$ cat src/rtl/jb_dfe_int_delay_sched.sv
// jb_dfe_int_delay_sched: applies per-antenna integer delay targets on boundary strobes, one antenna per strobe, round-robin.
// Define JB_DFE_INT_DLY_STEP_LIMIT_EN to limit each applied change to MAX_STEP.
module jb_dfe_int_delay_sched #(
  parameter int N_ANTENNAS = 4,
  parameter int DLY_W = 7,
  parameter int MAX_DLY = 63,
  parameter int MAX_STEP = 1,
  parameter int SETTLE_CYC = 16
) (
  input  logic clk,
  input  logic resetn,
  input  logic cfg_valid,
  output logic cfg_ready,
  input  logic [$clog2(N_ANTENNAS)-1:0] cfg_ant,
  input  logic signed [DLY_W-1:0] cfg_delay,
  input  logic sync_pulse,
  input  logic err_clr,
  output logic [N_ANTENNAS*DLY_W-1:0] int_delay,
  output logic [N_ANTENNAS-1:0] upd_done,
  output logic dly_busy,
  output logic err_clamp
);
  localparam int AW = $clog2(N_ANTENNAS);
  localparam int CW = $clog2(SETTLE_CYC + 1);
`ifdef JB_DFE_INT_DLY_STEP_LIMIT_EN
  localparam bit LIMIT_EN = 1'b1;
`else
  localparam bit LIMIT_EN = 1'b0;
`endif
  // Without limiting, a step bound of MAX_DLY can never be exceeded, so the target loads directly.
  localparam logic signed [DLY_W:0] LIM = (DLY_W+1)'(LIMIT_EN ? MAX_STEP : MAX_DLY);
  localparam logic signed [DLY_W-1:0] MAXD = DLY_W'(MAX_DLY);
  typedef enum logic [1:0] {IDLE, STEP, SETTLE} state_t;
  state_t state, state_nx;
  logic signed [DLY_W-1:0] dly [N_ANTENNAS];
  logic signed [DLY_W-1:0] tgt [N_ANTENNAS];
  logic [N_ANTENNAS-1:0] pending;
  logic [AW-1:0] rr_ptr, sel, j;
  logic found, wr, clamp_lo, clamp_hi;
  logic [CW-1:0] cnt;
  logic signed [DLY_W-1:0] cval, nxt;
  logic signed [DLY_W:0] cur_x, diff;

  for (genvar g = 0; g < N_ANTENNAS; g++) begin : g_out
    assign int_delay[g*DLY_W +: DLY_W] = dly[g];
  end

  always_comb begin
    found = 1'b0;
    sel = '0;
    j = '0;
    for (int i = 0; i < N_ANTENNAS; i++) begin
      j = AW'((int'(rr_ptr) + i) % N_ANTENNAS);
      if (!found && pending[j]) begin
        found = 1'b1;
        sel = j;
      end
    end
  end

  always_comb begin
    cur_x = {dly[sel][DLY_W-1], dly[sel]};
    diff = {tgt[sel][DLY_W-1], tgt[sel]} - cur_x;
    nxt = diff > LIM ? DLY_W'(cur_x + LIM) : diff < -LIM ? DLY_W'(cur_x - LIM) : tgt[sel];
    cfg_ready = state != STEP;
    wr = cfg_valid && cfg_ready;
    clamp_lo = cfg_delay < 0;
    clamp_hi = cfg_delay > MAXD;
    cval = clamp_lo ? '0 : clamp_hi ? MAXD : cfg_delay;
    state_nx = state == IDLE ? (sync_pulse && |pending ? STEP : IDLE) :
               state == STEP ? SETTLE : (cnt == '0 ? IDLE : SETTLE);
  end

  always_ff @(posedge clk or negedge resetn) begin
    if (!resetn) begin
      state <= IDLE;
      pending <= '0;
      rr_ptr <= '0;
      cnt <= '0;
      upd_done <= '0;
      dly_busy <= 1'b0;
      err_clamp <= 1'b0;
      for (int i = 0; i < N_ANTENNAS; i++) begin
        dly[i] <= '0;
        tgt[i] <= '0;
      end
    end else begin
      state <= state_nx;
      dly_busy <= state_nx != IDLE;
      upd_done <= '0;
      err_clamp <= (wr && (clamp_lo || clamp_hi)) ? 1'b1 : err_clr ? 1'b0 : err_clamp;
      if (wr) begin
        tgt[cfg_ant] <= cval;
        pending[cfg_ant] <= cval != dly[cfg_ant];
      end
      // Writes are refused during STEP, so the step never races a pending update.
      if (state == STEP) begin
        cnt <= CW'(SETTLE_CYC - 1);
        if (found) begin
          dly[sel] <= nxt;
          rr_ptr <= sel == AW'(N_ANTENNAS - 1) ? '0 : sel + 1'b1;
          if (nxt == tgt[sel]) begin
            pending[sel] <= 1'b0;
            upd_done[sel] <= 1'b1;
          end
        end
      end else if (state == SETTLE && cnt != '0) begin
        cnt <= cnt - 1'b1;
      end
    end
  end
endmodule

$ cat config.mk
export PLATFORM = sky130hd
export DESIGN_NAME = jb_dfe_int_delay_sched
export DESIGN_NICKNAME = d
export VERILOG_FILES = /design/src/rtl/jb_dfe_int_delay_sched.sv
export SDC_FILE = /design/constraint.sdc
export NUM_CORES = 1
export LEC_CHECK = 0
export ABC_AREA = 1
export BUFFER_PORTS_ARGS = -buffer_cell sky130_fd_sc_hd__buf_2
export CAP_MARGIN = 25
export CORE_MARGIN = 2
export CORE_UTILIZATION = 50
export DETAILED_ROUTE_END_ITERATION = 8
export PLACE_DENSITY = 0.77
export SLEW_MARGIN = 10
export SYNTH_ARGS = -nofsm -noshare
export SYNTH_HDL_FRONTEND = slang
export SYNTH_SLANG_ARGS = --single-unit
$ cat constraint.sdc
create_clock -name clk -period 4.05 [get_ports clk]
set_input_delay 0.405 -clock clk [delete_from_list [all_inputs] [get_ports clk]]
set_output_delay 0.405 -clock clk [all_outputs]
set_load 0.02 [all_outputs]
# After elaboration in Yosys (flattened, before gate mapping)
# Cells that the tools add are included.
dict set report totals {
  inputBits 14
  wordCells 128
  output_inout_bits 35
  reg_bits 75
}
dict set report op_classes {
  n_mux 56
  n_bitwise 4
  eq_ne 6
  n_addsub 8
  n_lt_le_gt_ge 16
  reduce_logical 23
}
# op count
set ops {}
lappend ops {{two-way mux 7 bit} 12}
lappend ops {{bitwise mux 28 bit} 2}
lappend ops {{binary-select mux 7 bit (select 2 bit)} 3}
lappend ops {{demux 7 bit (select 2 bit)} 2}
lappend ops {{two-way mux 4 bit} 7}
lappend ops {{< comparator 2 x 3 -> 1 bit, second input constant} 6}
lappend ops {{two-way mux 2 bit} 8}
lappend ops {{two-way mux 1 bit} 13}
lappend ops {{logical AND 1 bit} 11}
lappend ops {{two-way mux 5 bit} 2}
lappend ops {{binary-select mux 1 bit (select 2 bit)} 4}
lappend ops {{greater-than comparator 8 x 7 -> 1 bit, second input constant} 1}
lappend ops {{< comparator 8 x 7 -> 1 bit, second input constant} 1}
lappend ops {{subtractor 7 x 7 -> 8 bit} 1}
lappend ops {{adder 7 bit, second input constant} 1}
lappend ops {{equality test 7 bit} 1}
lappend ops {{greater-than comparator 7 bit, second input constant} 1}
lappend ops {{< comparator 7 x 1 -> 1 bit, second input constant} 1}
lappend ops {{!= test 7 bit} 1}
lappend ops {{subtractor 7 bit, second input constant} 1}
lappend ops {{>= comparator 3 bit, second input constant} 2}
lappend ops {{< comparator 3 x 1 -> 1 bit, second input constant} 2}
lappend ops {{inverter 2 -> 3 bit} 2}
lappend ops {{nonzero test 2 bit} 3}
lappend ops {{other kinds (18)} 25}

# Depth between registers and ports, before layout
dict set report depth {
  word_depth 24
  mapped_depth 38
  depth_no_buf 36
}

# Least setup slack after synthesis
# Ideal clock, no wire load.
dict set report synth_path {
  path_kind {reg-to-reg}
  from {register rr_ptr[0]}
  to {register pending[0]}
  period_less_slack_ns 3.860
  slack_ns 0.190
  n_path_buf 4
  setup_time_ns 0.121
  arrival_time_ns 3.739
  stages_incl_launch_ff 34
  path_cell_list {dfrtp_1 > buf_6 > inv_8 > nand2_1 > nand2_2 > nand2_1 > nand2_2 > nand2_4 > nand2_4 > nand2_4 > nand3_4 > inv_2 > buf_6 > clkbuf_1 > o21ai_0 > inv_1 > a32oi_1 > inv_1 > ha_1 > nand3_1 > nand2_1 > a31oi_1 > nand3_1 > nand2_2 > nand2_2 > buf_6 > nand2_1 > o22ai_2 > nor2_2 > nand2_2 > nor2_4 > nand3_4 > nor2_2 > nor2_1}
}
dict set report synth_between {
  elab_chain_len 24
  elab_cells_between_ends 50
  classes_between {add/sub (6); order compare (4); eq/ne (1); mux (29); bitwise (3); reduce/logical (7)}
}
# element line_no
set synth_lines {}
lappend synth_lines {{start, declared} 38} ;# logic [AW-1:0] rr_ptr, sel, j;
lappend synth_lines {{start signal, assigned} 101} ;# rr_ptr <= sel == AW'(N_ANTENNAS - 1) ? '0 : sel + 1'b1;
lappend synth_lines {{parallel branches: the longest is 22 deep, another holds adder 2 x 1 -> 2 bit} --}
lappend synth_lines {{two-way mux 4 bit (*)} 99} ;# if (found) begin
lappend synth_lines {{two-way mux 4 bit (*)} 97} ;# if (state == STEP) begin
lappend synth_lines {{end signal, assigned by index} 94} ;# pending[cfg_ant] <= cval != dly[cfg_ant];
lappend synth_lines {{end, declared} 37} ;# logic [N_ANTENNAS-1:0] pending;
# Every way passes the cells marked *. The select of a mux whose other input is x is not followed.
# A chain may end at the register's enable or synchronous reset.

# Worst setup path after layout
# Ends and elaborated chain as after synthesis.

==> run_results.csv <==
group,metric,value,unit
die,die_h,103,µm
sta,relSlewSlack,40.3,%
place,dp_hpwl,10300,µm
clock_tree,cts_buffers,9,
routing,ant_nets,0,
synthesis,synth-edff-count,0,
synthesis,yosysWarnings,0,
place,place_congestion,0.997,
sta,tightest_slew,0.892,ns
synthesis,synth_top_flop_cell,"dfrtp_1",
synthesis,ys_top_cells_by_area,"dfrtp_1 (36%), nand2_1 (15%), inv_1 (6.5%)",
worst_setup_path,reg2reg_from,"rr_ptr[0]",
worst_setup_path,cp_num_buf_inv,5,
routing,wl_per_cell,16.6,µm
clock_tree,cts_tree,"done",
cells_and_area,final_common_cell,"nand2_1",
outcome,status,"complete, no violations",
clock_tree,insertion_delay,0.36,ns
routing,drc,0,
sta,finClkSkew,0.00969,ns
sta,min_period,4.03,ns
die,die_w,103,µm
cells_and_area,drive_above_1_share,36.2,%
clock_tree,cts.htree.levels,3,
synthesis,async_flop_share,100,%
synthesis,synth_top_area_share,36.4,%
synthesis,synth_area_leader_cell,"dfrtp_1",
worst_setup_path,crit_type,"reg2reg",
worst_setup_path,critPathMaxStageDelay,0.49,ns
routing,firstDrtPassIters,5,
die,dieArea,10600,µm²
global_routing,grt_pass1_wl,22200,µm
sta,rsz0062_at_grt,"true",
clock_tree,clk_pin_slew,0.08,ns
global_routing,antenna_found_initial,0,
synthesis,synth.distinct_cells,47,
worst_setup_path,reg2reg_depth,33,
die,ios,49,
place,io_buffers,48,
routing,vias,5069,
worst_setup_path,cp-start-kind,"register",
routing,viasPerCell,5.57,
worst_setup_path,startpoint,"rr_ptr[0]",
cells_and_area,diodes,0,
synthesis,synth_seq_area_share,36.4,%
sta,fin_crit_sh,99.4,%
worst_setup_path,cp-end-kind,"register",
global_routing,grt_start_max_net_pins,46,
flow_run,cap_violations,0,
die,core.rowCount,36,
worst_setup_path,crit_required,4.31,ns
sta,setup_violations,0,
global_routing,grt.overflow.total,0,
sta,drv_slew,0,
worst_setup_path,critPathMostFrequentCell,"nand2_2",
synthesis,synth_cells,669,
cells_and_area,area_delta_synth_final,29.7,%
cells_and_area,nets,798,
global_routing,gr-usage-all-layers,27.7,%
die,coreArea,9640,µm²
worst_setup_path,reg2reg_to,"pending[0]",
worst_setup_path,critPathArrivalTime,4.28,ns
synthesis,syn-num-nets,694,
die,start_util,50.6,%
routing,drt-initial-drc-count,407,
global_routing,grt_pass1_vias,4521,
worst_setup_path,r2r_slack,0.02,ns
synthesis,syn_area,4880,µm²
synthesis,syn-mean-instance-area,7.30,µm²
routing,wirelength,15100,µm
clock_tree,cts_sinks,71,
sta,finalSetupTns,0,ns
worst_setup_path,worst-path-max-fanout,8,
worst_setup_path,cpLargestDelayFamily,"simple AND/OR/NAND/NOR gates",
clock_tree,clk_path_buf_depth,2,
sta,fmax,0.248,GHz
clock_tree,clock-root-buffer,"clkbuf_8",
worst_setup_path,crit_path_top_delay_cell,"dfrtp_2",
worst_hold_path,worstHoldPathType,"in2async",
cells_and_area,mostFrequentLayoutCells,"nand2_1 (167), inv_1 (75), dfrtp_1 (69)",
sta,finalHoldViolCount,0,
synthesis,ys_seq_elements,71,
## what timing repair did
item / CTS / global route
setup buffers: 6 / 29
hold buffers: 0 / 0
cloned: 0 / 4
setup endpoints to repair: 12 / 29
pin swaps: 1 / 33
resized for setup: 4 / 123
## stage by stage
step                utilization, %  cell area [µm²]  hold slack, ns  setup WS (ns)  cells
finish                        65.7             6330          0.0142         0.0245    910
detailed placement            55.3             5330           0.465         -0.199    855
global placement              55.3             5330           0.453         -0.142    855
floorplan                        -             4880           0.109          0.190    669
CTS                           57.7             5560           0.236        0.00446    876
global route                  65.7             6330          0.0425         -0.194    910
## sequential cells by signal (all words and copies together) (netlist names)
register / count
err_clamp: 1
state: 2
tgt: 24
int_delay: 28
dly_busy: 1
cnt: 5
rr_ptr: 2
pending: 4
upd_done: 4
## kinds of logic after synthesis
family	synth area share, %
AND/OR/NAND/NOR	35.0
buffers and inverters	10.0
AO/OA/AOI/OAI	11.3
flip-flops	36.4
XOR/XNOR	2.15
adder cells (fa/ha/maj)	2.82
multiplexers	2.31
## worst reg2reg max path: cells and delay by family (launching register included)
family / cells / cell delay, ns
xor gates and xnor gates: 1 / 0.15
adders and majority gates: 1 / 0.18
buffers and inverters: 5 / 0.54
and+or+nand+nor: 26 / 2.54
DFF: 1 / 0.49
## worst max-delay path by stage
| stage | end | depth (start not counted) |
|---|---|---|
| after floorplan | pending[0] | 33 |
| after global placement | pending[2] | 30 |
| after detailed placement | pending[0] | 29 |
| after CTS | pending[0] | 29 |
| after global routing | pending[0] | 35 |
| final | pending[0] | 33 |
## Yosys cell counts (2+ instances only)
cell type,number
nand2_1,196
nand2_2,30
clkbuf_1,6
buf_6,6
a32oi_1,4
a22oi_1,5
nand3_1,48
nor3_1,3
a21oi_1,13
o211ai_1,2
xor2_1,10
xnor2_1,2
nand3b_1,3
nor2_4,2
nand3_2,3
ha_1,11
buf_4,2
o21ai_0,52
inv_1,85
o22ai_1,3
a31oi_1,2
nand3_4,3
dfrtp_1,71
inv_2,5
o21a_1,2
mux2_2,10
nor4_1,3
buf_2,3
a221oi_1,3
nand2_4,5
nor2_2,11
nand4_1,13
nor2_1,38
## area by class of cell
| cell class | instances | area (µm²) |
|---|---|---|
| Fill cell | 821 | 3310 |
| Clock inverter | 5 | 33.8 |
| Tap cell | 133 | 166 |
| Inverter | 92 | 370 |
| Sequential cell | 71 | 1780 |
| Multi-Input combinational cell | 490 | 3060 |
| Clock buffer | 10 | 138 |
| Timing Repair Buffer | 109 | 787 |
## per-layer routing
metal | part of all wire [%] | track usage, % | routed length (µm) | vias up
met2 | 47 | 44.2 | 7070 | 262
met3 | 9.1 | 5.02 | 1370 | 46
met4 | 3.3 | 10.6 | 501 | 0
li1 | - | - | - | 2373
met5 | 0 | 0 | 0 | -
met1 | 41 | 37.7 | 6180 | 2388
Power is not shown: default switching activity piles up to over one toggle a cycle in this logic, so the estimate is an artifact.
